<file path="src/rtl/proc_control_fsm.sv">
// Multi-cycle instruction sequencer: fetch, decode, execute, optional data-memory
// access and writeback, with sticky trap on decode exception or memory timeout.
module proc_control_fsm #(
  parameter int unsigned MEM_TIMEOUT = 16,
  parameter int unsigned RETIRE_W    = 32
) (
  input  logic                clk,
  input  logic                rst_n,
  input  logic                run,
  output logic                imem_req,
  input  logic                imem_ready,
  output logic                ir_load,
  input  logic                dec_reg_write_enable,
  input  logic                dec_mem_write_enable,
  input  logic [1:0]          dec_dst_data_source,
  input  logic                dec_exception,
  output logic                dmem_req,
  output logic                dmem_we,
  input  logic                dmem_ready,
  output logic                rf_we,
  output logic                pc_we,
  output logic [2:0]          state,
  output logic                halted,
  output logic [1:0]          trap_cause,
  output logic [RETIRE_W-1:0] retired
);

  localparam logic [2:0] S_IDLE   = 3'd0;
  localparam logic [2:0] S_FETCH  = 3'd1;
  localparam logic [2:0] S_DECODE = 3'd2;
  localparam logic [2:0] S_EXEC   = 3'd3;
  localparam logic [2:0] S_MEM    = 3'd4;
  localparam logic [2:0] S_WB     = 3'd5;
  localparam logic [2:0] S_TRAP   = 3'd7;

  localparam logic [1:0] CAUSE_NONE    = 2'd0;
  localparam logic [1:0] CAUSE_ILLEGAL = 2'd1;
  localparam logic [1:0] CAUSE_TIMEOUT = 2'd2;

  localparam logic [1:0] SRC_MEMORY = 2'd0;

  // Last wait-count value before the access is abandoned (MEM_TIMEOUT is 1..255).
  localparam logic [7:0] TO_LAST = 8'(MEM_TIMEOUT - 1);

  logic [2:0]          state_q;
  logic [2:0]          state_d;
  logic [7:0]          to_cnt_q;
  logic [1:0]          cause_q;
  logic [RETIRE_W-1:0] retired_q;
  logic                mem_timeout;

  assign mem_timeout = (state_q == S_MEM) && !dmem_ready && (to_cnt_q == TO_LAST);

  // NOTE: every variable assigned in always_comb gets a default first, so no
  // path through the case can leave it unassigned and infer a latch.
  always_comb begin
    state_d = state_q;
    case (state_q)
      S_IDLE:   if (run) state_d = S_FETCH;
      S_FETCH:  if (imem_ready) state_d = S_DECODE;
      S_DECODE: state_d = dec_exception ? S_TRAP : S_EXEC;
      S_EXEC:   state_d = ((dec_dst_data_source == SRC_MEMORY) || dec_mem_write_enable)
                          ? S_MEM : S_WB;
      S_MEM: begin
        if (dmem_ready)       state_d = S_WB;
        else if (mem_timeout) state_d = S_TRAP;
      end
      S_WB:     state_d = run ? S_FETCH : S_IDLE;
      S_TRAP:   state_d = S_TRAP;
      default:  state_d = S_IDLE;
    endcase
  end

  // NOTE: sequential state uses non-blocking assignments so every register
  // samples pre-edge values regardless of statement order.
  always_ff @(posedge clk or negedge rst_n) begin
    if (!rst_n) begin
      state_q   <= S_IDLE;
      to_cnt_q  <= 8'd0;
      cause_q   <= CAUSE_NONE;
      retired_q <= '0;
    end else begin
      state_q <= state_d;

      if ((state_q == S_MEM) && !dmem_ready && !mem_timeout) to_cnt_q <= to_cnt_q + 8'd1;
      else                                                    to_cnt_q <= 8'd0;

      if ((state_q == S_DECODE) && dec_exception) cause_q <= CAUSE_ILLEGAL;
      else if (mem_timeout)                       cause_q <= CAUSE_TIMEOUT;

      if (state_q == S_WB) retired_q <= retired_q + RETIRE_W'(1);
    end
  end

  // Moore outputs decoded from the state register; ir_load alone follows imem_ready.
  assign imem_req   = (state_q == S_FETCH);
  assign ir_load    = (state_q == S_FETCH) && imem_ready;
  assign dmem_req   = (state_q == S_MEM);
  assign dmem_we    = (state_q == S_MEM) && dec_mem_write_enable;
  assign rf_we      = (state_q == S_WB) && dec_reg_write_enable;
  assign pc_we      = (state_q == S_WB);
  assign halted     = (state_q == S_TRAP);
  assign state      = state_q;
  assign trap_cause = cause_q;
  assign retired    = retired_q;

endmodule

</file>
<file path="config.mk">
export PLATFORM = sky130hd
export DESIGN_NAME = proc_control_fsm
export DESIGN_NICKNAME = d
export VERILOG_FILES = /design/src/rtl/proc_control_fsm.sv
export SDC_FILE = /design/constraint.sdc
export NUM_CORES = 1
export LEC_CHECK = 0
export ABC_AREA = 0
export CORE_UTILIZATION = 40
export DETAILED_ROUTE_END_ITERATION = 10
export GPL_TIMING_DRIVEN = 0
export PLACE_DENSITY = 0.67
export SKIP_CTS_REPAIR_TIMING = 1
export SLEW_MARGIN = 20
export SYNTH_ARGS = -nofsm -noshare
export SYNTH_HDL_FRONTEND = slang
export SYNTH_SLANG_ARGS = --single-unit
</file>
<file path="constraint.sdc">
create_clock -name clk -period 1.92 [get_ports clk]
set_input_delay 0.384 -clock clk [delete_from_list [all_inputs] [get_ports clk]]
set_output_delay 0.384 -clock clk [all_outputs]
set_load 0.01 [all_outputs]
</file>
==> run summary <==
The run finished with clean final reports. The CTS tree is done. The final critical delay including setup and external delays came out at 1.89 ns. The HPWL after detailed placement is 3410 microns. The final layout net count came out at 296. The final weighted congestion in routability-driven placement came out at 0.750. The overall global routing resource usage came out at 0.174. The source-to-sink clock delay at the later pin of the worst-skew pair is 0.30 ns. Following the worst setup path forward leads to its endpoint at dmem_we. Clock-pin slew was measured on the worst setup and hold paths at 0.09 ns. Of the post-synthesis cell area, the dominant cell type holds 0.512. The start-to-end type of the worst setup path is reg2out. In this run, synthesis inferred 0 flip-flops with an integrated enable. The switching power summed over all nets came out at 0.872 mW. The reg-to-reg setup timing slack came out at 0.11 ns. The die extent in x is 76.1 microns. Counting along the longest clock path gives a buffer depth of 2. The leading area contributor after synthesis is dfrtp_1.

Once detail routing completed, the nets flagged for antenna violations numbered 0. The count of boundary I/O pins came out at 54. The area inside the core boundary is 5200 sq um. The multi-input combinational cells in the finished layout cover a total of 1050 sq um.

In the routed design, unresolved DRC markers number 0. Setup slack on the critical path of the routed design comes to 0.0288 ns. The ratio of routed vias to standard cells came out at 5.00. The leakage power came out at 1.44 nW.

Before antenna repair, the detailed router went through 4 iterations. The sort of element at the start of the critical path is a flop. The routed design has 4740 microns of wire. The xor and xnor fraction of the mapped netlist area is 0.139. STA classifies the critical path endpoint as an output pin. After synthesis, the share of cell area in mux cells is 0.00455. The final number of setup-violating endpoints came out at 0. The max-slew violation count came out at 0.

The H-tree was split into 2 levels. The power per unit of standard cell area came out at 907 nW/um^2. The proportion of register bits with asynchronous set or reset after synthesis is 1.00. For the final routed database, the setup TNS stands at 0 ns. The antenna cell count came out at 0. In this run the worst setup path begins at state[0]. The initial antenna violation count was 0. VDD sags by at most 0.820 mV. Buffers placed on the I/O ports in this run total 53. The mapped cell area came out at 2200 sq um.

The number of fill cells in the layout is 450. The total nets after synthesis came out at 225. After synthesis, the largest family of logic cells by area is simple AND/OR/NAND/NOR gates. The number of global-route vias before repair came out at 1678. The total die area is 5800 sq um. By area the synthesized netlist is led by dfrtp_1 (51%), xnor2_1 (9.2%), xor2_1 (4.8%). The part of the total power dissipated in the clock network came out at 0.231.

The tree is rooted in a clkbuf_8. For the worst setup path, the data required time is 1.54 ns. The Yosys step of the flow raised 0 warnings. The final worst-path cycle share came out at 0.985.

The relative slew slack came out at 0.624. The worst clock skew on the final layout came out at 0.0108 ns. The power share of the sequential group is 0.413. The combined flip-flop and latch cell area is 1130 sq um. Measured along the y axis, the die boundary spans 76.1 microns. The post-synthesis compound-gate area fraction was 0.0444. In this run, the number of DRC markers left after iteration 0 of detailed routing was 70. Counting distinct cell types in the post-synthesis netlist gives 35. The max capacitance violation total is 0.

The adder-cell share of the synthesized area came out at 0.0114. The slew at the pin closest to its max-slew limit is 0.564 ns. The initial utilization of the core area, before any placement, comes to 0.422. The internal power of the cells totals 1.92 mW. Along the worst path, the maximum fanout reaches 6. The pre-CTS setup slack is -0.289 ns. The cell count of the worst reg-to-reg path is 5. Leaving out fill and tap cells, the most frequent cell in the layout is clkdlybuf4s50_1. The average wire length per cell after detail routing is 13.4 microns. The path class of the tightest hold or removal check is in2async.

The simple-gate share of the synthesized area came out at 0.263. Data on the critical path arrives at its endpoint at 1.51 ns. The fraction of the core area covered by cells at the end of the flow came out at 0.592.

The share of the Yosys chip area taken by registers is 0.512. The register bit count reported by yosys came out at 45. In this run the critical register-to-register path is launched from retired[6]. The count of final hold-check violations came out at 0.

The total clock sinks is 45. Summing over every cut layer, the via total after detailed routing is 1774. In this run the critical register-to-register path is captured at retired[31]. The fraction of power spent switching nets is 0.312. The synthesized instance count is 213. Setup repair after global routing could not meet its margin everywhere. In the final layout, the share of cells above drive strength 1 is 0.151. The maximum clock frequency is 529 MHz. The CTS buffer count came out at 5. The global-route wire length before repair came out at 8010 microns. Of the total power, combinational logic draws 0.356.

Averaged over all synthesized cells, the footprint is 10.3 sq um. The number of standard-cell rows in the floorplan came out at 26. Compared with the post-synthesis result, the final layout area differs by 40.2%. The remaining global-route overflow came out at 0.

The pin count of the biggest net entering global routing is 24. The top cell types in the final layout, fill and taps aside, are clkdlybuf4s50_1 (45), dfrtp_1 (39), xnor2_1 (23), nand2_1 (19), nor2_1 (15). The most used flip-flop cell after synthesis is dfrtp_1.
## per-stage QoR
| stage | area, sq um | power, mW | hold slack [ns] | std cells |
|---|---|---|---|---|
| after global placement | 2820 | 1.93 | 0.455 | 336 |
| after CTS | 2940 | 2.58 | 0.0867 | 345 |
| final | 3080 | 2.79 | 0.0716 | 355 |
| after global routing | 3080 | 2.96 | 0.0911 | 355 |
| after floorplan | 2200 | 1.55 | 0.0884 | 213 |
| after detailed placement | 2840 | 1.93 | 0.413 | 337 |
## layout make-up
class	count	share of cell area
Tap cell	70	0.0284
Clock inverter	1	0.00162
Clock buffer	7	0.0313
Buffer	7	0.0183
Inverter	5	0.00609
Timing Repair Buffer	64	0.207
Sequential cell	45	0.368
Multi-Input combinational cell	156	0.339
## flip-flops by register name, summed over array words and instances (netlist names)
register and flops:
trap_cause 2, retired 32, state 3, to_cnt_q 8
## power groups by stage
stage / sequential, mW / combinational, mW / clock, mW
after floorplan: 1.18 / 0.369 / 0
after global placement: 1.17 / 0.753 / 0
after detailed placement: 1.17 / 0.764 / 0
after CTS: 1.15 / 0.772 / 0.659
after global routing: 1.17 / 1.08 / 0.711
final: 1.15 / 0.995 / 0.645
## routing by layer
metal / vias to the layer above / global-route usage / share of wire
met5: - / 0 / 0
met4: 0 / 0.0635 / 0.015
met3: 5 / 0.0431 / 0.043
met2: 48 / 0.265 / 0.45
met1: 840 / 0.240 / 0.49
li1: 881 / - / -
## Yosys cell counts (4+ instances only)
| library cell | n |
|---|---|
| dfrtp_1 | 45 |
| xnor2_1 | 23 |
| nand2_1 | 19 |
| nor2_1 | 15 |
| nand4_1 | 12 |
| xor2_1 | 12 |
| nand3_1 | 11 |
| nor3_1 | 8 |
| and3_1 | 6 |
| a21oi_1 | 5 |
| and2_1 | 5 |
| inv_1 | 5 |
| o21ai_0 | 5 |
| clkbuf_1 | 4 |
| or4_1 | 4 |
## logic make-up (layout without fill, tap and decap cells)
group           after synthesis  count (layout)
xor+xnor                     35              35
compound gates               16              16
buf+inv                      12              84
flops                        45              45
simple gates                102             102
mux                           1               1
fa+ha+maj                     2               2
## critical path, stage by stage, from the launching register on
cell	delay, ns
dfrtp_2	0.46
buf_6	0.15
buf_4	0.14
nor3b_4	0.19
and2_1	0.15
clkbuf_2	0.12
## worst min path at each step
stage | to | cells after the start
global placement | to_cnt_q[0] | 1
CTS | retired[29] | 1
floorplan | retired[0] | 0
global route | retired[20] | 1
detailed placement | retired[7] | 1
finish | retired[19] | 1
Power figures use the tool's default switching activity.
